`src/rtl/load_store_unit_pkg.sv`:
```
// Purpose: shared definitions for the load/store unit: funct3 codes,
// memory command bit positions, transfer size codes, FSM state encoding
// and the load-result extender.
// Ports: none (package lsu_defs).
package lsu_defs;

  localparam logic [2:0] F3_B  = 3'b000;
  localparam logic [2:0] F3_H  = 3'b001;
  localparam logic [2:0] F3_W  = 3'b010;
  localparam logic [2:0] F3_BU = 3'b100;
  localparam logic [2:0] F3_HU = 3'b101;

  localparam int MA_EN = 0;
  localparam int MA_WR = 1;
  localparam int MA_RD = 2;

  localparam logic [1:0] SZ_B = 2'b00;
  localparam logic [1:0] SZ_H = 2'b01;
  localparam logic [1:0] SZ_W = 2'b10;

  typedef enum logic [1:0] {
    IDLE    = 2'd0,
    ACCESS  = 2'd1,
    CAPTURE = 2'd2,
    RESP    = 2'd3
  } lsu_state_e;

  // Memory returns the addressed byte/half in the low lanes; the upper
  // lanes are ignored and the extension is always rebuilt from funct3.
  function automatic logic [31:0] load_extend(input logic [2:0] f3,
                                              input logic [31:0] raw);
    logic [31:0] r;
    r = 32'h0;
    case (f3)
      F3_B:    r = {{24{raw[7]}}, raw[7:0]};
      F3_H:    r = {{16{raw[15]}}, raw[15:0]};
      F3_W:    r = raw;
      F3_BU:   r = {24'h0, raw[7:0]};
      F3_HU:   r = {16'h0, raw[15:0]};
      default: r = 32'h0;
    endcase
    return r;
  endfunction

endpackage

```
`src/rtl/load_store_unit_addr_check.sv`:
```
// Purpose: effective-address adder with alignment and legality decode.
// Ports:
//   is_store_i    1=store request, 0=load request
//   funct3_i      RV32I load/store funct3
//   base_i        rs1 value
//   offset_i      sign-extended immediate
//   ea_o          base+offset, 32-bit wrap-around
//   misaligned_o  half on odd address or word not on a 4-byte boundary
//   fault_o       address beyond ADDR_W bits, or illegal funct3
module lsu_addr_check
  import lsu_defs::*;
#(
  parameter int ADDR_W = 10
) (
  input  logic        is_store_i,
  input  logic [2:0]  funct3_i,
  input  logic [31:0] base_i,
  input  logic [31:0] offset_i,
  output logic [31:0] ea_o,
  output logic        misaligned_o,
  output logic        fault_o
);

  logic illegal_f3;
  logic out_of_range;

  assign ea_o = base_i + offset_i;

  always_comb begin
    misaligned_o = 1'b0;
    case (funct3_i[1:0])
      SZ_H:    misaligned_o = ea_o[0];
      SZ_W:    misaligned_o = |ea_o[1:0];
      default: misaligned_o = 1'b0;
    endcase
  end

  always_comb begin
    illegal_f3 = 1'b0;
    if (is_store_i) begin
      illegal_f3 = funct3_i[2] || (funct3_i == 3'b011);
    end else begin
      illegal_f3 = (funct3_i == 3'b011) || (funct3_i == 3'b110) ||
                   (funct3_i == 3'b111);
    end
  end

  assign out_of_range = |ea_o[31:ADDR_W];
  assign fault_o      = illegal_f3 || out_of_range;

endmodule

```
`src/rtl/load_store_unit.sv`:
```
// Purpose: single-outstanding initiator for the byte-addressed data memory.
// Accepts one load/store, validates the effective address, issues one
// memory cycle, extends load data and returns a one-cycle response.
// Ports:
//   clk, rst_n                 clock, async active-low reset
//   req_valid/req_ready        request handshake (ready only in IDLE)
//   req_is_store, req_funct3   operation select
//   req_base, req_offset       EA operands
//   req_wdata                  store data
//   rsp_valid                  one-cycle response pulse
//   rsp_rdata                  extended load result (0 for store/error)
//   rsp_misaligned, rsp_fault  error flags
//   memaccess, size, Memaddr, mem_wdata  registered memory command
//   mem_rdata                  memory read data, valid the cycle after a read
//
// state   | meaning
// IDLE    | ready for a request
// ACCESS  | memory command driven for exactly one cycle
// CAPTURE | load data present on mem_rdata, extend and latch it
// RESP    | rsp_valid high, result held
module load_store_unit
  import lsu_defs::*;
#(
  parameter int ADDR_W = 10,
  parameter int DATA_W = 32
) (
  input  logic              clk,
  input  logic              rst_n,
  input  logic              req_valid,
  output logic              req_ready,
  input  logic              req_is_store,
  input  logic [2:0]        req_funct3,
  input  logic [31:0]       req_base,
  input  logic [31:0]       req_offset,
  input  logic [31:0]       req_wdata,
  output logic              rsp_valid,
  output logic [31:0]       rsp_rdata,
  output logic              rsp_misaligned,
  output logic              rsp_fault,
  output logic [2:0]        memaccess,
  output logic [1:0]        size,
  output logic [ADDR_W-1:0] Memaddr,
  output logic [DATA_W-1:0] mem_wdata,
  input  logic [DATA_W-1:0] mem_rdata
);

  lsu_state_e        state_q, state_d;
  logic [2:0]        funct3_q, funct3_d;
  logic              is_store_q, is_store_d;
  logic [2:0]        memaccess_q, memaccess_d;
  logic [1:0]        size_q, size_d;
  logic [ADDR_W-1:0] memaddr_q, memaddr_d;
  logic [DATA_W-1:0] wdata_q, wdata_d;
  logic              rsp_valid_q, rsp_valid_d;
  logic [31:0]       rdata_q, rdata_d;
  logic              mis_q, mis_d;
  logic              flt_q, flt_d;

  logic [31:0] ea;
  logic        chk_mis;
  logic        chk_flt;
  logic        accept;

  lsu_addr_check #(.ADDR_W(ADDR_W)) u_addr_check (
    .is_store_i   (req_is_store),
    .funct3_i     (req_funct3),
    .base_i       (req_base),
    .offset_i     (req_offset),
    .ea_o         (ea),
    .misaligned_o (chk_mis),
    .fault_o      (chk_flt)
  );

  assign req_ready = (state_q == IDLE);
  assign accept    = req_valid && req_ready;

  always_comb begin
    state_d     = state_q;
    funct3_d    = funct3_q;
    is_store_d  = is_store_q;
    memaccess_d = '0;
    size_d      = size_q;
    memaddr_d   = memaddr_q;
    wdata_d     = wdata_q;
    rsp_valid_d = 1'b0;
    rdata_d     = rdata_q;
    mis_d       = mis_q;
    flt_d       = flt_q;

    case (state_q)
      IDLE: begin
        if (accept) begin
          funct3_d   = req_funct3;
          is_store_d = req_is_store;
          size_d     = req_funct3[1:0];
          memaddr_d  = ea[ADDR_W-1:0];
          wdata_d    = req_wdata;
          if (chk_mis || chk_flt) begin
            // Error: skip the memory entirely and report next cycle.
            state_d     = RESP;
            rsp_valid_d = 1'b1;
            rdata_d     = 32'h0;
            mis_d       = chk_mis;
            flt_d       = chk_flt;
          end else begin
            state_d            = ACCESS;
            memaccess_d[MA_EN] = 1'b1;
            memaccess_d[MA_WR] = req_is_store;
            memaccess_d[MA_RD] = ~req_is_store;
          end
        end
      end
      ACCESS: begin
        if (is_store_q) begin
          state_d     = RESP;
          rsp_valid_d = 1'b1;
          rdata_d     = 32'h0;
          mis_d       = 1'b0;
          flt_d       = 1'b0;
        end else begin
          state_d = CAPTURE;
        end
      end
      CAPTURE: begin
        state_d     = RESP;
        rsp_valid_d = 1'b1;
        rdata_d     = load_extend(funct3_q, mem_rdata);
        mis_d       = 1'b0;
        flt_d       = 1'b0;
      end
      RESP: begin
        state_d = IDLE;
      end
      default: state_d = IDLE;
    endcase
  end

  always_ff @(posedge clk or negedge rst_n) begin
    if (!rst_n) begin
      state_q     <= IDLE;
      funct3_q    <= '0;
      is_store_q  <= 1'b0;
      memaccess_q <= '0;
      size_q      <= '0;
      memaddr_q   <= '0;
      wdata_q     <= '0;
      rsp_valid_q <= 1'b0;
      rdata_q     <= '0;
      mis_q       <= 1'b0;
      flt_q       <= 1'b0;
    end else begin
      state_q     <= state_d;
      funct3_q    <= funct3_d;
      is_store_q  <= is_store_d;
      memaccess_q <= memaccess_d;
      size_q      <= size_d;
      memaddr_q   <= memaddr_d;
      wdata_q     <= wdata_d;
      rsp_valid_q <= rsp_valid_d;
      rdata_q     <= rdata_d;
      mis_q       <= mis_d;
      flt_q       <= flt_d;
    end
  end

  assign memaccess      = memaccess_q;
  assign size           = size_q;
  assign Memaddr        = memaddr_q;
  assign mem_wdata      = wdata_q;
  assign rsp_valid      = rsp_valid_q;
  assign rsp_rdata      = rdata_q;
  assign rsp_misaligned = mis_q;
  assign rsp_fault      = flt_q;

endmodule
```
`config.mk`:
```
export PLATFORM = sky130hd
export DESIGN_NAME = load_store_unit
export DESIGN_NICKNAME = d
export VERILOG_FILES = /design/src/rtl/load_store_unit_pkg.sv /design/src/rtl/load_store_unit_addr_check.sv /design/src/rtl/load_store_unit.sv
export SDC_FILE = /design/constraint.sdc
export NUM_CORES = 1
export LEC_CHECK = 0
export ABC_AREA = 1
export BUFFER_PORTS_ARGS = -buffer_cell sky130_fd_sc_hd__buf_2
export CAP_MARGIN = 40
export CORE_AREA = 2 2 120 122
export DETAILED_ROUTE_END_ITERATION = 7
export DIE_AREA = 0 0 122 124
export GPL_ROUTABILITY_DRIVEN = 0
export PLACE_DENSITY = 0.79
export SLEW_MARGIN = 20
export SYNTH_ARGS = -nofsm -noshare
export SYNTH_HDL_FRONTEND = slang
export SYNTH_SLANG_ARGS = --single-unit
```
`constraint.sdc`:
```
create_clock -name clk -period 2.2 [get_ports clk]
set_clock_uncertainty 0.1 [all_clocks]
set_input_delay 0.44 -clock clk [delete_from_list [all_inputs] [get_ports clk]]
set_output_delay 0.44 -clock clk [all_outputs]
set_load 0.02 [all_outputs]
```
==> results of run 1 <==
-- state kept, by name, indices dropped and copies added (netlist names) --
| signal | flops |
|---|---|
| Memaddr | 10 |
| funct3_q | 3 |
| is_store_q | 1 |
| mem_wdata | 32 |
| memaccess | 3 |
| rsp_fault | 1 |
| rsp_misaligned | 1 |
| rsp_rdata | 32 |
| rsp_valid | 1 |
| state_q | 2 |
-- synth_stat cells, types with 3 or more instances --
library cell,n
nand2_1,457
xnor2_1,7
a21oi_1,38
clkbuf_1,18
nor3_1,7
inv_1,159
nand4_1,8
nor2_1,66
buf_6,7
o21bai_1,3
dfrtp_1,86
ha_1,38
nand3_1,90
xor2_1,3
o21ai_0,14
-- logic make-up after synthesis --
family,count (synthesis),synth area share (%)
compound gates,61,5.10
fa+ha+maj,39,7.73
xor+xnor,10,1.37
buf+inv,188,11.9
simple gates,638,40.3
flops,86,33.6
-- layout make-up --
cell class | instances | area (sq um) | area share, %
Multi-Input combinational cell | 748 | 3980 | 42.8
Timing Repair Buffer | 323 | 2040 | 21.9
Sequential cell | 86 | 2150 | 23.2
Clock inverter | 6 | 71.3 | 0.767
Inverter | 161 | 604 | 6.50
Tap cell | 180 | 225 | 2.42
Clock buffer | 9 | 225 | 2.42
-- power by group through the flow --
stage / clock [mW] / sequential [mW] / combinational, mW
after floorplan: 0 / 3.49 / 2.31
final: 1.53 / 2.73 / 5.57
after global placement: 0 / 2.70 / 4.82
after detailed placement: 0 / 2.72 / 4.93
after global routing: 1.61 / 2.80 / 6.06
after CTS: 1.55 / 2.72 / 5.43
-- final timing paths --
kind | start | endpoint | slack (ns) | cells after the start
setup / recovery | req_offset[0] | rsp_rdata[28] | -0.48 | 20
hold / removal | req_wdata[7] | mem_wdata[7] | 0.18 | 3
setup reg to reg | state_q[0] | rsp_rdata[22] | 0.23 | 10
hold reg to reg | mem_wdata[13] | mem_wdata[13] | 0.37 | 2
max in group asynchronous | rst_n | Memaddr[1] | 0.94 | 3
min in group asynchronous | rst_n | rsp_rdata[23] | 0.49 | 2
-- layer usage --
| layer | routed length (microns) | GRT usage [%] | share of wire [%] | up-vias |
|---|---|---|---|---|
| met1 | 8250 | 31.4 | 40 | 3487 |
| met2 | 10700 | 47.5 | 51 | 339 |
| met5 | 0 | 0 | 0 | - |
| met4 | 465 | 8.41 | 2.2 | 0 |
| li1 | - | - | - | 3747 |
| met3 | 1500 | 4.67 | 7.2 | 50 |
-- worst reg2reg max path: stages, from the launching register on --
cell and delay (ns):
dfrtp_1 0.37, inv_1 0.08, ha_1 0.29, inv_1 0.12, nor2_1 0.10, a211oi_4 0.28, nand2_4 0.11, buf_12 0.15
buf_16 0.14, nand2_2 0.06, nand2_2 0.06
-- repair_timing --
item	4_1_cts	5_1_grt
endpoints found under the setup margin	39	39
pin swaps	6	14
setup buffers	7	3
endpoints found under the hold margin	26	0
resized for setup	60	49
hold buffers	1	0
gates cloned	4	0
-- per-stage QoR --
step / hold slack [ns] / cells / utilization (%) / setup TNS [ns] / setup WS [ns]
after detailed placement: 0.283 / 1484 / 60.7 / -33.60 / -0.891
after CTS: 0.178 / 1511 / 66.3 / -12.93 / -0.377
after global placement: 0.286 / 1484 / 60.7 / -32.63 / -0.860
after global routing: 0.184 / 1513 / 67.8 / -23.61 / -0.648
after floorplan: 0.0444 / 1022 / - / -14.54 / -0.412
final: 0.182 / 1513 / 67.8 / -16.52 / -0.475
==> out/metrics.cfg, run 1 <==
[timing]
max_freq_ghz=0.374
finalCritPeriodShare_pct=122
period_needed_ns=2.68
rsz0062_at_grt=yes
hold_viol=0
setup_violations=39
setup_slack_ns=-0.475
slew_viol_final=0
relSlewSlack_pct=61.9
tightest_slew_ns=0.568

[layout]
layout-drive-gt1-share_pct=33.1
n_fill_cell=1156
layout_commonest_cell=nand2_1
nets=1503
area_delta_synth_final_pct=45.0
layout_common_cells=420 x nand2_1, 214 x buf_2, 156 x inv_1
n_antenna_cell=0
fin_area_sq_um=9300

[synthesis]
synth_top_area_share_pct=33.6
synth.yosys.seq_area_share_pct=33.6
avgSynthCellArea_sq_um=6.27
syn-num-nets=1196
yosysWarnings=0
synthTopCellsByArea=dfrtp_1 34%, nand2_1 27%, inv_1 9.3%
async_reset_ff_share_pct=100
synth_top_cell_by_area=dfrtp_1
synth_edf_count=0
ys_seq_elements=86
synthDistinctLibCells=31
syn_inst=1022
syn-cell-area_sq_um=6410
ys.flop_type=dfrtp_1

[placement]
io_buffers=217
placed_area_sq_um=8330
hpwl_microns=15200

[power]
clock_power_share_pct=15.6
p_sw_share_pct=46.8
total_power_mw=9.84
ir_drop_mv=0.572
power_density_nw_per_um2=1060
combPwrFrac_pct=56.6
power_leakage_nw=5.69
intPower_mw=5.24
pwr-share-seq_pct=27.8
power.switching_mw=4.60

[detailed_routing]
drt_wl_total_microns=20900
avgViaCountPerCell=5.04
drt_first_pass_iters=6
drtIter0Drc=705
vias=7623
drtAntennaViolNets=0
wl_per_cell_microns=13.8
drc=0

[global_route]
grt_pass1_vias=6914
grtUsageTotal_pct=26.2
grt_pass1_wl_microns=31700
grt_max_degree=45
overflow=0
antenna_found_initial=0

[critical_path]
worstPathRequired_ns=2.34
worstSetupStartpointType=input pin
cp_top_family=simple AND/OR/NAND/NOR gates
crit_arrival_ns=2.81
crit_top_cell=nand2_2
path_class=in -> reg
cp_slowest_cell=fa_2
path_cells=buf_8 -> ha_4 -> inv_2 -> fa_2 -> inv_2 -> nand2_2 -> nand2_2 -> nand4_1 -> nand3_2 -> nand2_2 -> a21oi_2 -> nand2_1 -> nor2_1 -> nand3_1 -> nor2_4 -> nand4_4 -> buf_8 -> buf_12 -> nand3_1 -> nand2_1
cp-end-kind=flop
worst-path-buf-inv=5
cpPeakStageDelay_ns=0.34
critPathMaxFanout=10

[cts]
insertion_delay_ns=0.35
cts_tree=yes
cts_sinks=86
clockBufferDepth=2
clk_pin_slew_ns=0.07
cts_inserted_buffers=9
htree_levels=3
root_buffer=clkbuf_16

[run]
max-cap-violations=0

[run_status]
status=finished, violations left
violations=setup timing

[die]
die_w_microns=122
core_area_sq_um=13700
dieArea_sq_um=15100
io_pins=218
rows=43
dieHeight_microns=124
start_util_pct=46.7

[hold_path]
hold_path.class=in -> reg

Power figures use the tool's default switching activity.
==> inputs of run 2 (changes only) <==
--- a/config.mk
+++ b/config.mk
@@ -17,3 +17,4 @@
 export SYNTH_ARGS = -nofsm -noshare
 export SYNTH_HDL_FRONTEND = slang
 export SYNTH_SLANG_ARGS = --single-unit
+export TNS_END_PERCENT = 5
==> run 2 against run 1 <==
  * Largest cell class unchanged
  * Flip-flop and latch count did not move
  * Largest power group unchanged
  * Combinational power decreased by 5.4%
  * Count of clock-buffer cells in the layout is the same
  * Critical path depth grew 1
  * The run still ends with setup timing left
  * Register-to-register slack lost 0.06 ns
==> out/metrics.cfg, run 2 (same netlist as run 1, synthesis figures left out) <==
[run_status]
status=finished, violations left
violations=setup timing

[timing]
final.setup.tns_ns=-15.07  ; +1.45 ns
relSlewSlack_pct=58.0  ; -3.9 points
setup_violations=39  ; unchanged
period_needed_ns=2.64  ; -0.0402 ns
tightest_slew_ns=0.626  ; +0.0578 ns
setup_slack_ns=-0.435  ; +0.0402 ns
finalCritPeriodShare_pct=120  ; -1.8 points
max_freq_ghz=0.379  ; +1.5%
slew_viol_final=0  ; unchanged
rsz0062_at_grt=yes
hold_viol=0  ; unchanged

[detailed_routing]
drc=0  ; unchanged
vias=7319  ; -4.0%
drt_wl_total_microns=19400  ; -6.9%
drtAntennaViolNets=0  ; unchanged
wl_per_cell_microns=12.9  ; -6.4%
avgViaCountPerCell=4.87  ; -3.4%
drtIter0Drc=456  ; -35%
drt_first_pass_iters=5  ; -1

[power]
power_density_nw_per_um2=1060  ; +0.30%
power_leakage_nw=5.62  ; -1.4%
ir_drop_mv=0.518  ; -9.4%

[global_route]
overflow=0  ; unchanged
antenna_found_initial=0  ; unchanged
grt_pass1_vias=6533  ; -5.5%
grt_max_degree=39  ; -13%
grtUsageTotal_pct=24.4  ; -1.8 points
grt_pass1_wl_microns=29800  ; -6.3%

[cts]
clockBufferDepth=2  ; unchanged
root_buffer=clkbuf_16
cts_sinks=86  ; unchanged
clk_pin_slew_ns=0.07  ; about the same
insertion_delay_ns=0.34  ; about the same
cts_tree=yes
htree_levels=3  ; unchanged
cts_inserted_buffers=9  ; unchanged

[layout]
n_antenna_cell=0  ; unchanged
n_fill_cell=1233  ; +6.7%
layout_commonest_cell=nand2_1
layout_common_cells=439 x nand2_1, 214 x buf_2, 157 x inv_1
area_delta_synth_final_pct=40.1
seqCellArea_sq_um=2150  ; unchanged
multiInputGateArea_sq_um=3780  ; -5.0%
nets=1493  ; -0.67%
fin_area_sq_um=8980  ; -3.4%
layout-drive-gt1-share_pct=29.3  ; -3.8 points
finalNonFillerCells=1504  ; -0.59%
post-route-util_pct=65.5  ; -2.3 points

[die]
rows=43  ; unchanged
dieHeight_microns=124  ; unchanged
start_util_pct=46.7  ; unchanged
dieArea_sq_um=15100  ; unchanged
core_area_sq_um=13700  ; unchanged
die_w_microns=122  ; unchanged
io_pins=218  ; unchanged

[critical_path]
crit_top_cell=nand2_1
cp-end-kind=flop
crit_arrival_ns=2.81  ; about the same
critPathMaxFanout=9  ; -1
path_class=in -> reg
worstSetupStartpointType=input pin
path_cells=buf_2 -> ha_4 -> buf_4 -> nand2_1 -> nand2_1 -> inv_1 -> nand2_1 -> inv_1 -> nand3_2 -> nand2_1 -> nand2_1 -> nor2_1 -> nand2_1 -> nor2_1 -> nand3_1 -> nor2_4 -> nand4_4 -> nand2_8 -> clkbuf_16 -> nand2_1 -> nand2_1
worstPathRequired_ns=2.38  ; +0.04 ns
cpPeakStageDelay_ns=0.25  ; -0.09 ns
worst-path-buf-inv=5  ; unchanged
cp_slowest_cell=ha_4
cp_top_family=simple AND/OR/NAND/NOR gates

[hold_path]
hold_path.class=in -> reg

[placement]
placed_cells=1482  ; -0.13%
hpwl_microns=14900  ; -2.2%
io_buffers=217  ; unchanged
placed_area_sq_um=8320  ; -0.15%

[run]
max-cap-violations=0  ; unchanged

## run 2: worst min-delay path, cell delays in order
cell	delay [ns]
buf_2	0.07
nand2_1	0.04
nand2_1	0.04
## run 2: routing by layer
layer	vias to the layer above	routed length (microns)	GRT usage [%]
met5	-	0	0
met4	0	320	6.32
met3	34	1080	3.07
met2	264	9810	44.4
met1	3291	8220	30.5
li1	3730	-	-
## run 2: final cells by class
| type | instances | area share (%) |
|---|---|---|
| clock buffer | 9 | 2.51 |
| clock inverter | 7 | 0.892 |
| inverter | 161 | 6.73 |
| multi-input combinational | 748 | 42.1 |
| sequential | 86 | 24.0 |
| tap | 180 | 2.51 |
| timing repair buffer | 313 | 21.3 |
## run 2: per-stage QoR
| step | setup WS, ns | hold slack (ns) | power, mW |
|---|---|---|---|
| after floorplan | -0.412 | 0.0444 | 5.80 |
| after global placement | -0.788 | 0.339 | 7.52 |
| after detailed placement | -0.805 | 0.338 | 7.64 |
| after CTS | -0.360 | 0.179 | 9.26 |
| after global routing | -0.686 | 0.180 | 10.2 |
| final | -0.435 | 0.190 | 9.53 |
## run 2: where the power goes
group / switching, mW / leakage (nW) / total (mW) / internal, mW
sequential: 0.412 / 1.12 / 2.70 / 2.29
combinational: 3.32 / 4.35 / 5.27 / 1.96
clock: 0.663 / 0.148 / 1.56 / 0.894
total: 4.39 / 5.62 / 9.53 / 5.14
## run 2: worst paths after layout
path | from | to | slack (ns) | depth (start not counted)
max | req_base[9] | rsp_rdata[21] | -0.44 | 21
min | req_wdata[8] | mem_wdata[8] | 0.19 | 3
max reg2reg | state_q[0] | rsp_rdata[21] | 0.17 | 8
min reg2reg | rsp_rdata[3] | rsp_rdata[3] | 0.37 | 2
max in group asynchronous | rst_n | funct3_q[2] | 0.87 | 3
min in group asynchronous | rst_n | mem_wdata[3] | 0.51 | 2
## run 2: what timing repair did
item                       in CTS  in global routing
cloned                          0                  2
setup endpoints to repair      39                 39
hold endpoints to repair       36                  0
gates resized for setup        17                 39
pin swaps                       2                  8
buffers inserted                0                  3
hold buffers                    1                  0
==> inputs of run 3 (changes only) <==
==> constraint.sdc (replaced) <==
create_clock -name clk -period 2.2 [get_ports clk]
set_clock_uncertainty 0.1 [all_clocks]
set_input_delay 0.11 -clock clk [delete_from_list [all_inputs] [get_ports clk]]
set_output_delay 0.11 -clock clk [all_outputs]
set_load 0.02 [all_outputs]
==> run 3 against run 2 <==
  * The flow still finishes with violations (setup timing)
  * Sequential power about the same
  * Via count increased by 4.2%
  * Non-clock buffer count increased by 34
  * Utilization increased by 2.9 points
  * Worst setup slack improved by 0.37 ns
  * Wire length increased by 7.6%
  * First-iteration DRC count increased by 26%
  * Final area increased by 4.4%
  * Register-to-register slack about the same
  * Die area unchanged
  * Critical path type unchanged
  * Critical endpoint is now rsp_rdata[8]
==> out/metrics.cfg, run 3 (same netlist as run 1, synthesis figures left out) <==
[timing]
rsz0062_at_grt=yes
max_freq_ghz=0.441  ; +16%
hold_viol=0  ; unchanged
finalCritPeriodShare_pct=103  ; -17 points
slew_viol_final=0  ; unchanged
period_needed_ns=2.27  ; -0.369 ns
relSlewSlack_pct=45.9  ; -12 points
tightest_slew_ns=0.811  ; +0.185 ns
setup_violations=35  ; -10%
setup_slack_ns=-0.0661  ; +0.369 ns

[run]
max-cap-violations=0  ; unchanged

[critical_path]
crit_arrival_ns=2.44  ; -0.37 ns
cpPeakStageDelay_ns=0.35  ; +0.10 ns
crit_start=req_base[0]
rr_startpoint=state_q[0]
cp-end-kind=flop
cp_top_family=simple AND/OR/NAND/NOR gates
worst-path-buf-inv=4  ; -1
path_depth=22  ; +4.8%
path_cells=buf_6 -> ha_4 -> inv_2 -> fa_2 -> inv_2 -> nand2_2 -> nand2_2 -> nand3_2 -> nand2_2 -> nand2_2 -> nand3_2 -> nand2_1 -> nor2_1 -> nand2_1 -> nor2_1 -> nand3_1 -> nor2_4 -> nand4_4 -> nand2_8 -> buf_12 -> nand2_1 -> nand2_1
worstSetupStartpointType=input pin
cp_slowest_cell=fa_2
path_class=in -> reg
reg2reg_slack_ns=0.16  ; about the same
critPathMaxFanout=8  ; -1
r2r_cells=8  ; unchanged
rr_endpoint=rsp_rdata[7]
endpoint=rsp_rdata[8]
worstPathRequired_ns=2.38  ; about the same

[global_route]
grtUsageTotal_pct=27.1  ; +2.7 points
grt_max_degree=37  ; -5.1%
antenna_found_initial=1  ; +1
overflow=0  ; unchanged
grt_pass1_wl_microns=32900  ; +11%
grt_pass1_vias=7147  ; +9.4%

[detailed_routing]
drtIter0Drc=574  ; +26%
vias=7623  ; +4.2%
drtAntennaViolNets=0  ; unchanged
drc=0  ; unchanged
avgViaCountPerCell=4.96  ; +1.9%
wl_per_cell_microns=13.6  ; +5.2%
drt_first_pass_iters=5  ; unchanged
drt_wl_total_microns=20900  ; +7.6%

[die]
rows=43  ; unchanged
dieArea_sq_um=15100  ; unchanged
dieHeight_microns=124  ; unchanged
io_pins=218  ; unchanged
die_w_microns=122  ; unchanged
core_area_sq_um=13700  ; unchanged
start_util_pct=46.7  ; unchanged

[layout]
n_fill_cell=1127  ; -8.6%
area_delta_synth_final_pct=46.3
layout-drive-gt1-share_pct=29.2  ; -0.071 points
post-route-util_pct=68.3  ; +2.9 points
nets=1527  ; +2.3%
layout_common_cells=435 x nand2_1, 214 x buf_2, 156 x inv_1
fin_area_sq_um=9370  ; +4.4%
layout_commonest_cell=nand2_1
n_antenna_cell=0  ; unchanged

[cts]
clockBufferDepth=2  ; unchanged
cts_tree=yes
cts_sinks=86  ; unchanged
clk_pin_slew_ns=0.07  ; about the same
htree_levels=3  ; unchanged
cts_inserted_buffers=9  ; unchanged
insertion_delay_ns=0.33  ; about the same
root_buffer=clkbuf_16

[power]
power_leakage_nw=5.75  ; +2.4%
power_density_nw_per_um2=1030  ; -2.7%
total_power_mw=9.68  ; +1.6%
ir_drop_mv=0.620  ; +20%

[placement]
io_buffers=217  ; unchanged
placed_area_sq_um=8260  ; -0.68%
hpwl_microns=15100  ; +1.2%

[hold_path]
hold_path.class=in -> reg

[run_status]
violations=setup timing
status=finished, violations left

==> run 3: changes by cell type in the layout (fill, tap and decap cells not counted), sizes merged <==
cell,previous run,this run
clkinvlp,1,2
bufinv,1,0
clkinv,5,4
clkbuf,11,10
dlygate4sd3,1,37
==> run 3: worst min path at each step <==
stage,cells after the start,endpoint,start
floorplan,0,Memaddr[0],rst_n
global placement,1,rsp_rdata[31],rst_n
detailed placement,1,rsp_rdata[23],rst_n
CTS,3,funct3_q[1],req_funct3[1]
global route,5,rsp_rdata[2],mem_rdata[2]
finish,3,funct3_q[1],req_funct3[1]
==> run 3: layout make-up <==
class                   instances  area, sq um  area share (%)
clock inverters                 6         52.6           0.561
clock buffers                  10          239            2.55
repair buffers                347         2250            24.0
inverters                     161          604            6.45
well taps                     180          225            2.40
multi-input cells             748         3850            41.1
flip-flops and latches         86         2150            23.0
==> run 3: what timing repair did <==
item / CTS / global route
hold buffers: 37 / 0
resized for setup: 52 / 15
buffers inserted: 7 / 3
endpoints found under the hold margin: 70 / 0
gates cloned: 2 / 0
setup endpoints to repair: 39 / 39
pin swaps: 18 / 13
==> run 3: power breakdown <==
part	internal, mW	switching, mW	total (mW)
logic	2.02	3.44	5.46
registers	2.29	0.439	2.73
clock network	0.813	0.683	1.50
==> run 3: through the flow <==
stage | hold WS (ns) | cells | setup TNS [ns] | setup slack, ns
detailed placement | -0.00254 | 1474 | -21.10 | -0.586
global placement | -0.00700 | 1474 | -17.40 | -0.464
floorplan | -0.286 | 1022 | -2.25 | -0.0819
CTS | 0.00399 | 1536 | -0.671 | -0.0836
finish | 0.00848 | 1538 | -1.38 | -0.0661
global route | 0.0348 | 1538 | -10.42 | -0.299
==> run 3: per-layer routing <==
layer / routed length (microns) / vias up / track usage, %
met3: 1440 / 68 / 4.30
met4: 667 / 2 / 10.6
met2: 10500 / 342 / 48.9
met1: 8320 / 3423 / 32.2
li1: - / 3788 / -
met5: 13 / - / 0
==> run 3: worst min-delay path, delay by kind of cell <==
kind | cells | cell delay, ns
buffers and inverters | 2 | 0.19
AO/OA/AOI/OAI | 1 | 0.09
